==> config.mk <==
export PLATFORM = sky130hd
export DESIGN_NAME = can_acf_multi_filter
export DESIGN_NICKNAME = d
export VERILOG_FILES = /design/src/rtl/can_acf_pkg.sv /design/src/rtl/can_acf_entry.sv /design/src/rtl/can_acf_multi_filter.sv
export SDC_FILE = /design/constraint.sdc
export NUM_CORES = 1
export LEC_CHECK = 0
export CAP_MARGIN = 40
export CORE_MARGIN = 1.5
export CORE_UTILIZATION = 50
export CTS_CLUSTER_DIAMETER = 150
export DETAILED_ROUTE_END_ITERATION = 10
export PLACE_DENSITY_LB_ADDON = 0.05
export SLEW_MARGIN = 20
export SYNTH_ARGS = -nofsm -noshare
export SYNTH_HDL_FRONTEND = slang
export SYNTH_SLANG_ARGS = --single-unit
==> constraint.sdc <==
create_clock -name i_sys_clk -period 2.3 [get_ports i_sys_clk]
set_input_delay 0.345 -clock i_sys_clk [delete_from_list [all_inputs] [get_ports i_sys_clk]]
set_output_delay 0.345 -clock i_sys_clk [all_outputs]
set_load 0.005 [all_outputs]
==> src/rtl/can_acf_pkg.sv <==
// Shared constants and FSM state type for the CAN acceptance filter.
package can_acf_pkg;

  localparam int DEF_NUM_FILTERS = 4;
  localparam int DEF_MSG_WIDTH   = 32;

  typedef enum logic [1:0] {
    ST_IDLE = 2'd0,
    ST_SCAN = 2'd1,
    ST_DONE = 2'd2
  } acf_state_e;

endpackage

==> src/rtl/can_acf_entry.sv <==
// One acceptance filter entry: ID/mask register pair, write gate and compare.
module can_acf_entry
  import can_acf_pkg::*;
#(
  parameter int MSG_WIDTH = DEF_MSG_WIDTH
) (
  input  logic                 i_sys_clk,
  input  logic                 i_reset_n,
  input  logic                 i_wr_hit,
  input  logic                 i_uaf,
  input  logic [MSG_WIDTH-1:0] i_wr_afir,
  input  logic [MSG_WIDTH-1:0] i_wr_afmr,
  input  logic [MSG_WIDTH-1:0] i_cmp_msg,
  output logic                 o_match
);

  logic [MSG_WIDTH-1:0] afir_q, afir_d;
  logic [MSG_WIDTH-1:0] afmr_q, afmr_d;

  // Load new ID/mask only while the entry is disabled; otherwise hold.
  always_comb begin
    afir_d = afir_q;
    afmr_d = afmr_q;
    if (i_wr_hit && !i_uaf) begin
      afir_d = i_wr_afir;
      afmr_d = i_wr_afmr;
    end else begin
      afir_d = afir_q;
      afmr_d = afmr_q;
    end
  end

  // Entry register pair, cleared by reset.
  always_ff @(posedge i_sys_clk or negedge i_reset_n) begin
    if (!i_reset_n) begin
      afir_q <= {MSG_WIDTH{1'b0}};
      afmr_q <= {MSG_WIDTH{1'b0}};
    end else begin
      afir_q <= afir_d;
      afmr_q <= afmr_d;
    end
  end

  // Masked compare; a mask bit of 1 means that bit must equal the ID.
  assign o_match = i_uaf && (((i_cmp_msg ^ afir_q) & afmr_q) == {MSG_WIDTH{1'b0}});

endmodule

==> src/rtl/can_acf_multi_filter.sv <==
// Multi-entry CAN acceptance filter scanning entries one per cycle, lowest index wins.
module can_acf_multi_filter
  import can_acf_pkg::*;
#(
  parameter  int NUM_FILTERS = DEF_NUM_FILTERS,
  parameter  int MSG_WIDTH   = DEF_MSG_WIDTH,
  localparam int IDX_W       = (NUM_FILTERS > 1) ? $clog2(NUM_FILTERS) : 1
) (
  input  logic                   i_sys_clk,
  input  logic                   i_reset_n,
  input  logic [NUM_FILTERS-1:0] i_uaf,
  input  logic                   i_wr_en,
  input  logic [IDX_W-1:0]       i_wr_sel,
  input  logic [MSG_WIDTH-1:0]   i_wr_afir,
  input  logic [MSG_WIDTH-1:0]   i_wr_afmr,
  input  logic                   i_rx_valid,
  input  logic [MSG_WIDTH-1:0]   i_rx_message,
  output logic                   o_rx_ready,
  output logic [NUM_FILTERS-1:0] o_acfbsy,
  output logic                   o_done,
  output logic                   o_pass,
  output logic [IDX_W-1:0]       o_match_idx
);

  localparam logic [IDX_W-1:0] LAST_IDX = IDX_W'(NUM_FILTERS - 1);

  acf_state_e             state_q, state_d;
  logic [NUM_FILTERS-1:0] hit_q, hit_d;
  logic [IDX_W-1:0]       idx_q, idx_d;
  logic                   pass_q, pass_d;
  logic [IDX_W-1:0]       midx_q, midx_d;
  logic [NUM_FILTERS-1:0] match_vec_s;
  logic                   cur_hit_s;

  // The compare runs on the offered message with the live enables; the result
  // vector is frozen at acceptance, so later enable changes or entry rewrites
  // cannot disturb a decision already in flight.
  for (genvar k = 0; k < NUM_FILTERS; k++) begin : g_entry
    can_acf_entry #(.MSG_WIDTH(MSG_WIDTH)) u_entry (
      .i_sys_clk (i_sys_clk),
      .i_reset_n (i_reset_n),
      .i_wr_hit  (i_wr_en && (i_wr_sel == IDX_W'(k))),
      .i_uaf     (i_uaf[k]),
      .i_wr_afir (i_wr_afir),
      .i_wr_afmr (i_wr_afmr),
      .i_cmp_msg (i_rx_message),
      .o_match   (match_vec_s[k])
    );
  end

  // Select the frozen compare result of the entry under the scan pointer.
  always_comb begin
    cur_hit_s = 1'b0;
    for (int k = 0; k < NUM_FILTERS; k++) begin
      cur_hit_s = cur_hit_s | (hit_q[k] & (idx_q == IDX_W'(k)));
    end
  end

  // Next-state and decision logic for the IDLE/SCAN/DONE sequence.
  always_comb begin
    state_d = state_q;
    hit_d   = hit_q;
    idx_d   = idx_q;
    pass_d  = 1'b0;
    midx_d  = {IDX_W{1'b0}};
    case (state_q)
      ST_IDLE: begin
        if (i_rx_valid) begin
          hit_d = match_vec_s;
          idx_d = {IDX_W{1'b0}};
          if (i_uaf == {NUM_FILTERS{1'b0}}) begin
            state_d = ST_DONE;
            pass_d  = 1'b1;
          end else begin
            state_d = ST_SCAN;
          end
        end else begin
          state_d = ST_IDLE;
        end
      end
      ST_SCAN: begin
        if (cur_hit_s) begin
          state_d = ST_DONE;
          pass_d  = 1'b1;
          midx_d  = idx_q;
        end else if (idx_q == LAST_IDX) begin
          state_d = ST_DONE;
        end else begin
          idx_d = idx_q + IDX_W'(1'b1);
        end
      end
      ST_DONE: begin
        state_d = ST_IDLE;
      end
      default: begin
        state_d = ST_IDLE;
      end
    endcase
  end

  // State, snapshot and decision registers.
  always_ff @(posedge i_sys_clk or negedge i_reset_n) begin
    if (!i_reset_n) begin
      state_q <= ST_IDLE;
      hit_q   <= {NUM_FILTERS{1'b0}};
      idx_q   <= {IDX_W{1'b0}};
      pass_q  <= 1'b0;
      midx_q  <= {IDX_W{1'b0}};
    end else begin
      state_q <= state_d;
      hit_q   <= hit_d;
      idx_q   <= idx_d;
      pass_q  <= pass_d;
      midx_q  <= midx_d;
    end
  end

  assign o_rx_ready  = (state_q == ST_IDLE);
  assign o_done      = (state_q == ST_DONE);
  assign o_pass      = pass_q;
  assign o_match_idx = midx_q;
  assign o_acfbsy    = ~i_uaf;

endmodule

## Word-level counts from Yosys, hierarchy flattened

Index checks and enable logic that the tools add are counted.

| word-level totals | value |
|---|---|
| flip-flop bits (word level) | 267 |
| word-level logic and storage cells | 84 |
| output and inout bits | 9 |
| input bits | 106 |

| cells by class | value |
|---|---|
| multiplexer cells | 15 |
| reductions and logical operators | 27 |
| eq/ne operators | 12 |
| add/subtract/negate cells | 1 |
| bitwise gates (word level) | 16 |

Operator list:

| kind | count |
|---|---|
| 32-bit bitwise AND | 4 |
| 32-bit zero test | 4 |
| 32-bit bitwise XOR | 4 |
| 2-bit 2-to-1 mux | 9 |
| 1-bit logical AND | 12 |
| 2-bit equality test (second input constant) | 5 |
| 2-bit case mux with 2 select lines | 2 |
| 2-bit by 1-bit equality test with 1-bit output (second input constant) | 3 |
| 2-bit zero test | 3 |
| 2-bit != test (second input constant) | 3 |
| 1-bit bitwise AND | 4 |
| 1-bit zero test | 4 |
| 4-bit zero test | 1 |
| 4-bit NOT | 1 |
| 4-bit AND reduction | 1 |
| 1-bit 2-to-1 mux | 3 |
| 3-bit != test (second input constant) | 1 |
| 1-bit OR | 3 |
| 2-bit by 1-bit adder with 2-bit output (second input constant) | 1 |
| 1-bit case mux with 2 select lines | 1 |
| 2-bit AND reduction | 1 |
| 2-bit nonzero test | 1 |

## Logic depth before layout (Yosys ltp)

Gate-level depths: netlist (run 1).

| logic depth | value |
|---|---|
| depth in word-level cells | 7 |
| mapped depth | 6 |
| gate-level depth less buffers | 6 |

## Hierarchy

From an unflattened synthesis (run 1), not the netlist that was laid out.

| second synthesis, totals | value |
|---|---|
| cells, all modules | 808 |
| area, all modules | 11,830.1 um2 |

By module, submodules not included:

| module | area each (um2) | sequential area each (um2) | cells each | instances |
|---|---|---|---|---|
| can_acf_entry | 2,817.7 | 1,601.5 | 189 | 4 |
| can_acf_multi_filter | 559.3 | 275.3 | 52 | 1 |

## Worst setup path after synthesis (run 1)

No wires, ideal clock.

| timing | value |
|---|---|
| path type | register -> register |
| start point | reg idx_q[0] |
| end point | reg idx_q[1] |
| slack | 0.640 ns |
| data required time | 2.235 ns |
| arrival time | 1.595 ns |
| library setup time | 0.065 ns |
| buffers on the path | 0 |
| cell stages (with the launch flop) | 7 |
| clock period less this slack | 1.660 ns |
| cell sequence | dfrtp_1 inv_1 ha_1 a222oi_1 nand2_1 nor4bb_1 a31o_2 |

| between the ends | value |
|---|---|
| word-level cells in the longest chain between the ends | 7 |
| elaborated cells between the ends (all ways) | 18 |
| classes of those cells | add/sub (1); eq/ne (5); mux (3); bitwise (7); reduce/logical (2) |

RTL lines:

| item | RTL line | source |
|---|---|---|
| start, declared | can_acf_multi_filter.sv:29 | `logic [IDX_W-1:0] idx_q, idx_d;` |
| start signal, assigned | can_acf_multi_filter.sv:106 | `idx_q <= {IDX_W{1'b0}};` |
| start signal, assigned | can_acf_multi_filter.sv:112 | `idx_q <= idx_d;` |
| 2-bit by 1-bit equality test with 1-bit output / 2-bit zero test (equally long branches) | can_acf_multi_filter.sv:55 | `cur_hit_s = cur_hit_s \| (hit_q[k] & (idx_q == IDX_W'(k)));` |
| 1-bit bitwise AND | can_acf_multi_filter.sv:55 |  |
| 1-bit OR (3 in series) | can_acf_multi_filter.sv:55 |  |
| 2-bit != test (no source line) | n/a |  |
| 4-bit AND reduction (no source line) | n/a |  |

Several ways; a longest one is shown, not always the timed one. The select of a mux whose other input is x is not followed.
A chain may end at the register's enable or synchronous reset.

## Worst setup path in the final report (run 1)

| timing | value |
|---|---|
| start point | reg state_q[0] |
| end point | out o_rx_ready |

| between the ends | value |
|---|---|
| word-level cells in the longest chain between the ends | 1 |

RTL lines:

| item | RTL line | source |
|---|---|---|
| start, declared | can_acf_multi_filter.sv:27 | `acf_state_e state_q, state_d;` |
| start signal, assigned | can_acf_multi_filter.sv:110 | `state_q <= state_d;` |
| 2-bit zero test | can_acf_multi_filter.sv:118 | `assign o_rx_ready = (state_q == ST_IDLE);` |
| end, declared | can_acf_multi_filter.sv:18 | `output logic o_rx_ready,` |

No other way between the ends.

==> results of run 1 <==
==> critical path, stage by stage, from the launching register on <==
cell and delay [ns]:
dfrtp_1 0.42, nor2_1 0.19, clkdlybuf4s50_1 0.53
==> path summary, 6_finish.rpt <==
check,from,endpoint,cells past startpoint
max,state_q[0],o_rx_ready,2
min,i_reset_n,g_entry[3].u_entry.afir_q[13],2
max reg2reg,idx_q[0],idx_q[1],6
min reg2reg,g_entry[1].u_entry.afmr_q[7],g_entry[1].u_entry.afmr_q[7],1
max in group asynchronous,i_reset_n,g_entry[3].u_entry.afmr_q[30],3
min in group i_sys_clk,i_rx_valid,o_pass,3
==> cell type report <==
cell class              instances  area share
inverters                       6     0.00156
multi-input cells             498       0.340
clock inverters                 9     0.00338
repair buffers                149       0.109
well taps                     319      0.0277
clock buffers                  39      0.0557
flip-flops and latches        267       0.463
==> power groups by stage <==
stage / sequential (µW) / combinational, µW / clock [µW]
6_report: 6400 / 2850 / 4200
4_1_cts: 6400 / 2890 / 4300
3_3_place_gp: 6410 / 2790 / 0
3_5_place_dp: 6480 / 2870 / 0
2_1_floorplan: 6260 / 1740 / 0
5_1_grt: 6530 / 3090 / 4470
==> sequential cells by signal (all words and copies together) (netlist names) <==
register                cells
g_entry.u_entry.afir_q    128
g_entry.u_entry.afmr_q    128
hit_q                       4
idx_q                       2
o_match_idx                 2
state_q                     2
o_pass                      1
==> per-layer routing <==
| layer | GRT usage | wire length, µm | vias up |
|---|---|---|---|
| li1 | - | - | 3194 |
| met1 | 0.335 | 12800 | 3768 |
| met2 | 0.425 | 14500 | 178 |
| met3 | 0.0352 | 1210 | 41 |
| met4 | 0.0544 | 580 | 0 |
| met5 | 0 | 0 | - |
==> metrics by stage <==
step / setup slack (ns) / util / instances / setup TNS (ns) / area, µm²
floorplan: 0.640 / - / 797 / 0 / 11800
global placement: -0.122 / 0.581 / 1238 / -0.122 / 13600
detailed placement: -0.0733 / 0.581 / 1238 / -0.112 / 13600
global route: 0.189 / 0.618 / 1287 / 0 / 14400
CTS: 0.277 / 0.618 / 1287 / 0 / 14400
finish: 0.292 / 0.618 / 1287 / 0 / 14400
==> logic make-up after synthesis <==
group	after synthesis	share of synthesized area
AO/OA/AOI/OAI	74	0.0510
AND/OR/NAND/NOR	36	0.0193
multiplexers	256	0.244
XOR/XNOR	128	0.0951
flip-flops	267	0.567
adder cells (fa/ha/maj)	4	0.00424
buffers and inverters	32	0.0192
==> synth_stat cells <==
| master | n |
|---|---|
| ha_1 | 4 |
| a22oi_1 | 17 |
| nor4b_1 | 1 |
| clkbuf_1 | 1 |
| nand2_1 | 9 |
| nor4bb_1 | 1 |
| inv_1 | 6 |
| a31o_2 | 1 |
| a221oi_1 | 20 |
| buf_6 | 8 |
| dfrtp_1 | 267 |
| a22o_1 | 20 |
| nor2b_1 | 1 |
| nand4_2 | 1 |
| o21ai_0 | 2 |
| mux2_1 | 11 |
| and2_1 | 2 |
| buf_4 | 10 |
| nor4_1 | 1 |
| a222oi_1 | 5 |
| xor2_1 | 128 |
| nand3_1 | 2 |
| nor3_4 | 2 |
| buf_2 | 7 |
| o31ai_1 | 4 |
| mux2_2 | 245 |
| a21oi_1 | 5 |
| nand2b_1 | 2 |
| nor2_1 | 2 |
| nand4_1 | 12 |
==> flow_summary.ini, run 1 <==
[run]
max_cap_violations = 0

[timing]
final.period_utilization = 0.873
hold-worst-slack_ns = 0.357
setup_violations = 0
max_freq_mhz = 498
worst_pin_slew_ns = 0.649
final_hold_viol_count = 0
grt_setup_unrepaired = false
period_needed_ns = 2.01
maxSlewHeadroom = 0.567
finClkSkew_ns = 0.0185
slew_violations = 0

[global_route]
grt_max_degree = 73
grtUsageTotal = 0.247
antenna_found_initial = 0
grt_first_pass_wirelength_um = 45300
overflow = 0
grt_pass1_vias = 7752

[routing]
vias = 7181
drtIter0Drc = 301
drt_first_pass_iters = 5
detail-route-antenna-nets = 0
drc = 0
routed_wirelength_um = 29100
wire_per_inst_um = 22.6
via_per_inst = 5.58

[die]
start_util = 0.505
placeableCoreArea_um2 = 23300
die_area_um2 = 24500
pin_count = 115
std_cell_rows = 56
die_height_um = 157
die_width_um = 157

[synth]
ys_top_cells_by_area = dfrtp_1 (57%), mux2_2 (23%), xor2_1 (9.5%), a221oi_1 (1.5%), a22o_1 (1.5%)
ys_seq_elements = 267
yosysWarnings = 0
synth_top_area_cell = dfrtp_1
synth.avg_cell_area_um2 = 14.8
synth_area_um2 = 11800
synth_cells = 797
ys_types = 30
syn_nets = 907
yosysSeqAreaShare = 0.567
yosysTopAreaCellShare = 0.567

[finish]
nNetsFinal = 1060
nFillCells = 1797
seqCellArea_um2 = 6680
most-common-layout-cells = dfrtp_1 (267), mux2_2 (245), xor2_1 (128)
final_common_cell = dfrtp_1
antenna_cells = 0
area_delta_synth_final_pct = 22.4
multi_input_area_um2 = 4900
drive_above_1_share = 0.338

[setup_path]
required_ns = 1.96
start_kind = flip-flop
critical_path_arrival_ns = 1.66
rrSetupSlack_ns = 0.40
end_kind = output pin
path_class = reg -> out
crit_path_max_fanout = 4

[clock_tree]
root_buffer = clkbuf_16
clk_path_buf_depth = 3
ctsHoldBuffers = 1
tritoncts = yes
clock-sinks = 267
cts.htree.levels = 1
insertion_delay_ns = 0.54
tritoncts.num_buffers = 28
cts.reportedPaths.clkPinSlew_ns = 0.06
post_cts_buffers = 0
postCtsResizedCells = 0

[power_and_ir_drop]
comb_power_share = 0.212
ir_worst_vdd_uv = 720
p_int_uw = 9720
switching_share = 0.277
p_seq_frac = 0.476
p_sw_uw = 3730
power_frac_clock = 0.312
p_per_area_nw_per_um2 = 932
p_total_uw = 13500
leakage_uw = 0.00622

[place]
dp_hpwl_um = 21500
gp_congestion = 0.812
io_buffers = 114

[hold_path]
worstHoldPathType = in -> async

[outcome]
status = finished, final reports clean
No activity file was read; power rests on OpenSTA's default activity.
==> inputs of run 2 (changes only) <==
CORE_ASPECT_RATIO = 0.9   (was not set)
GPL_TIMING_DRIVEN = 0   (was not set)
==> run 2 against run 1 <==
Effect of this change: clock-buffer cell count increased by 5; setup slack got worse by 0.025 ns; final area decreased by 0.88%; clock skew decreased by 0.0022 ns; register-to-register slack about the same; power increased by 1.9%; cell count decreased by 1.6%; largest cell class unchanged; largest power group unchanged.
==> flow_summary.ini, run 2 (synthesized netlist as in run 1, its figures left out) <==
[outcome]
status = finished, final reports clean

[clock_tree]
root_buffer = clkbuf_16
cts.htree.levels = 1
tritoncts.num_buffers = 28
clock-sinks = 267
clk_path_buf_depth = 3
tritoncts = yes
cts.reportedPaths.clkPinSlew_ns = 0.06
post_cts_buffers = 0
insertion_delay_ns = 0.54

[timing]
max_freq_mhz = 492
worst_pin_slew_ns = 0.751
finClkSkew_ns = 0.0163
final.period_utilization = 0.884
setup_violations = 0
maxSlewHeadroom = 0.497
period_needed_ns = 2.03
slew_violations = 0
final_hold_viol_count = 0
grt_setup_unrepaired = false

[global_route]
grt_first_pass_wirelength_um = 48000
overflow = 0
antenna_found_initial = 0
grt_pass1_vias = 7678
grtUsageTotal = 0.273
grt_max_degree = 103

[die]
placeableCoreArea_um2 = 23300
die_area_um2 = 24500
start_util = 0.507
die_width_um = 165
die_height_um = 149
pin_count = 115
std_cell_rows = 53

[finish]
antenna_cells = 0
nNetsFinal = 1054
most-common-layout-cells = dfrtp_1 (267), mux2_2 (245), xor2_1 (128)
drive_above_1_share = 0.330
area_delta_synth_final_pct = 21.3
top_regs = g_entry.u_entry.afir_q x128, g_entry.u_entry.afmr_q x128, hit_q x4
fin_cells = 1267
nFillCells = 1761
final_common_cell = dfrtp_1

[routing]
vias = 7189
wire_per_inst_um = 25.5
via_per_inst = 5.67
routed_wirelength_um = 32300
detail-route-antenna-nets = 0
drc = 0
drt_first_pass_iters = 8
drtIter0Drc = 413

[setup_path]
crit_chain = clkdlybuf4s50_1 -> nand2_1 -> nor3_4 -> buf_4 -> mux2_2
reg2reg_depth = 6
cp-startpoint = i_wr_sel[0]
slowest_stage = clkdlybuf4s50_1
end_kind = flip-flop
reg2reg_from = idx_q[0]
required_ns = 2.71
cpPeakStageDelay_ns = 0.59
critical_path_arrival_ns = 2.44
crit_path_max_fanout = 10
start_kind = primary input
r2r_end = idx_q[1]
rrSetupSlack_ns = 0.40
endpoint = g_entry[1].u_entry.afir_q[18]
path_class = in -> reg

[power_and_ir_drop]
leakage_uw = 0.00617
p_total_uw = 13700
ir_worst_vdd_uv = 697
p_per_area_nw_per_um2 = 959

[place]
io_buffers = 114
dp_hpwl_um = 23000
place_inst = 1215
gp_congestion = 0.838

[hold_path]
worstHoldPathType = in -> async

[run]
max_cap_violations = 0
-- run 2: changes by cell type in the layout (fill, tap and decap cells not counted), sizes merged --
cell | before | now
buf | 35 | 28
clkbuf | 39 | 45
clkinv | 8 | 4
bufinv | 0 | 2
clkinvlp | 0 | 1
inv | 7 | 6
-- run 2: what timing repair did --
| action | in CTS | in global routing |
|---|---|---|
| hold endpoints to repair | 64 | 0 |
| resized for setup | 0 | 0 |
| hold buffers | 1 | 0 |
-- run 2: routing by layer --
metal / up-vias / track usage / part of all wire
met2: 194 / 0.431 / 0.47
met3: 60 / 0.0407 / 0.050
met5: - / 0 / 0
li1: 3182 / - / -
met4: 0 / 0.0865 / 0.032
met1: 3753 / 0.389 / 0.45
-- run 2: through the flow --
step                cell area, µm²  utilization  setup TNS, ns  hold slack (ns)  worst slack [ns]
global route                 14300        0.614              0            0.385             0.221
CTS                          14300        0.614              0            0.361             0.276
floorplan                    11800            -              0           0.0494             0.640
detailed placement           13400        0.574         -25.49            0.323            -0.247
global placement             13300        0.572       -2697.91            0.468            -10.05
finish                       14300        0.614              0            0.341             0.266
-- run 2: worst min-delay path by stage --
stage	start	end	slack, ns	cells past startpoint
global route	i_reset_n	o_pass	0.39	2
detailed placement	i_reset_n	o_match_idx[0]	0.32	1
CTS	i_reset_n	g_entry[0].u_entry.afir_q[17]	0.36	2
finish	i_reset_n	o_match_idx[0]	0.34	2
global placement	g_entry[1].u_entry.afmr_q[2]	g_entry[1].u_entry.afmr_q[2]	0.47	1
floorplan	i_reset_n	g_entry[0].u_entry.afir_q[0]	0.05	0
-- run 2: report_power, final --
part	leakage (µW)	internal, µW	switching (µW)	total [µW]
Clock	0.000449	2690	1810	4510
Sequential	0.00322	5730	661	6390
Combinational	0.00250	1490	1320	2810
Total	0.00617	9910	3790	13700
-- run 2: worst max-delay path: cells and delay by family --
family | cells | cell delay [ns]
simple gates | 2 | 0.71
mux | 1 | 0.38
buf+inv | 2 | 1.00
-- run 2: final cells by class --
| class | count | area [µm²] | share of cell area |
|---|---|---|---|
| Sequential cell | 267 | 6680 | 0.467 |
| Clock inverter | 7 | 87.6 | 0.00612 |
| Inverter | 6 | 22.5 | 0.00157 |
| Clock buffer | 44 | 832 | 0.0582 |
| Timing Repair Buffer | 117 | 1210 | 0.0847 |
| Multi-Input combinational cell | 498 | 4880 | 0.341 |
| Buffer | 26 | 204 | 0.0143 |
| Tap cell | 302 | 378 | 0.0264 |
==> inputs of run 3 (changes only) <==
CTS_CLUSTER_SIZE = 12   (was not set)
==> run 3 against run 2 <==
Effect of this change: global-route usage decreased by 0.13 points; flip-flop and latch count did not move; combinational power hardly changed; critical path type unchanged.
==> flow_summary.ini, run 3 (synthesized netlist as in run 1, its figures left out) <==
[outcome]
status = finished, final reports clean

[setup_path]
start_kind = primary input
critical_path_arrival_ns = 2.44
path_class = in -> reg
required_ns = 2.71
crit_chain = clkdlybuf4s50_1 -> nand2_1 -> nor3_4 -> buf_4 -> mux2_2
crit_buf_inv = 2
crit_path_max_fanout = 10
end_kind = flip-flop
crit_family = buffers and inverters
cpPeakStageDelay_ns = 0.59
slowest_stage = clkdlybuf4s50_1

[power_and_ir_drop]
leakage_uw = 0.00606
ir_worst_vdd_uv = 664
p_per_area_nw_per_um2 = 918

[timing]
maxSlewHeadroom = 0.495
max_freq_mhz = 492
slew_violations = 0
final_hold_viol_count = 0
grt_setup_unrepaired = false
final.period_utilization = 0.885
worst_pin_slew_ns = 0.755
setup_violations = 0
hold-worst-slack_ns = 0.350
finalSetupTns_ns = 0
finClkSkew_ns = 0.0205
period_needed_ns = 2.03

[clock_tree]
root_buffer = clkbuf_16
cts.htree.levels = 1
tritoncts.num_buffers = 26
tritoncts = yes
postCtsResizedCells = 0
clk_path_buf_depth = 3
post_cts_buffers = 0
clock-sinks = 267
cts.reportedPaths.clkPinSlew_ns = 0.06
insertion_delay_ns = 0.54

[hold_path]
worstHoldPathType = in -> async

[finish]
antenna_cells = 0
area_delta_synth_final_pct = 19.2
most-common-layout-cells = dfrtp_1 (267), mux2_2 (245), xor2_1 (128)
final_common_cell = dfrtp_1
drive_above_1_share = 0.324
top_regs = g_entry.u_entry.afir_q x128, g_entry.u_entry.afmr_q x128, hit_q x4
nNetsFinal = 1052

[die]
std_cell_rows = 53
start_util = 0.507
pin_count = 115
die_height_um = 149
die_area_um2 = 24500
die_width_um = 165
placeableCoreArea_um2 = 23300

[run]
max_cap_violations = 0

[routing]
drtIter0Drc = 443
drt_first_pass_iters = 5
detail-route-antenna-nets = 0
vias = 7191
routed_wirelength_um = 32100
wire_per_inst_um = 25.8
via_per_inst = 5.78
drc = 0

[global_route]
grt_pass1_vias = 7574
grt_max_degree = 103
grtUsageTotal = 0.271
grt_first_pass_wirelength_um = 47800
overflow = 0
antenna_found_initial = 0

[place]
dp_hpwl_um = 23000
io_buffers = 114
gp_congestion = 0.838
[run 3: stage by stage]
stage          std cells   util  area [µm²]  total power, µW  worst slack, ns
2_1_floorplan        797      -       11800             8000            0.640
3_5_place_dp        1215  0.574       13400             9260           -0.247
5_1_grt             1244  0.604       14100            13500            0.213
3_3_place_gp        1213  0.572       13300             9110           -10.05
6_report            1244  0.604       14100            12900            0.265
4_1_cts             1244  0.604       14100            13000            0.285
[run 3: routing by layer]
layer  up-vias  track usage  routed length, µm
met5         -            0                  0
met4         0       0.0811                947
met3        57       0.0360               1640
met1      3785        0.389              14300
met2       202        0.432              15200
li1       3147            -                  -
[run 3: worst reg2reg max path: stages, from the launching register on]
cell and delay [ns]:
dfrtp_1 0.39, xor2_1 0.17, a22o_1 0.26, a221oi_1 0.52
nand4_1 0.22, o31ai_1 0.23
[run 3: path summary, 6_finish.rpt]
| path | slack, ns | depth (start not counted) | endpoint | start |
|---|---|---|---|---|
| worst max-delay path | 0.27 | 5 | g_entry[1].u_entry.afir_q[12] | i_wr_sel[0] |
| worst min-delay path | 0.35 | 2 | o_match_idx[0] | i_reset_n |
| worst max register to register | 0.40 | 5 | hit_q[0] | g_entry[0].u_entry.afir_q[3] |
| worst min register to register | 0.49 | 1 | g_entry[1].u_entry.afmr_q[7] | g_entry[1].u_entry.afmr_q[7] |
| max in group asynchronous | 0.58 | 4 | g_entry[3].u_entry.afir_q[14] | i_reset_n |
| min in group i_sys_clk | 0.46 | 3 | o_pass | i_rx_valid |
[run 3: timing repair]
action | CTS | global route
endpoints found under the setup margin | 0 | 0
endpoints found under the hold margin | 64 | 0
hold buffers | 1 | 0
[run 3: area by class of cell]
type,count,area [µm²]
Multi-Input combinational cell,498,4880
Buffer,26,204
Sequential cell,267,6680
Fill cell,1773,9220
Clock buffer,26,651
Tap cell,302,378
Timing Repair Buffer,117,1210
Inverter,6,22.5
Clock inverter,2,27.5
[run 3: power breakdown]
group / total, µW / leakage [µW] / switching [µW] / internal, µW
Combinational: 2810 / 0.00250 / 1310 / 1490
Sequential: 6390 / 0.00322 / 661 / 5730
Clock: 3710 / 0.000333 / 1710 / 2000
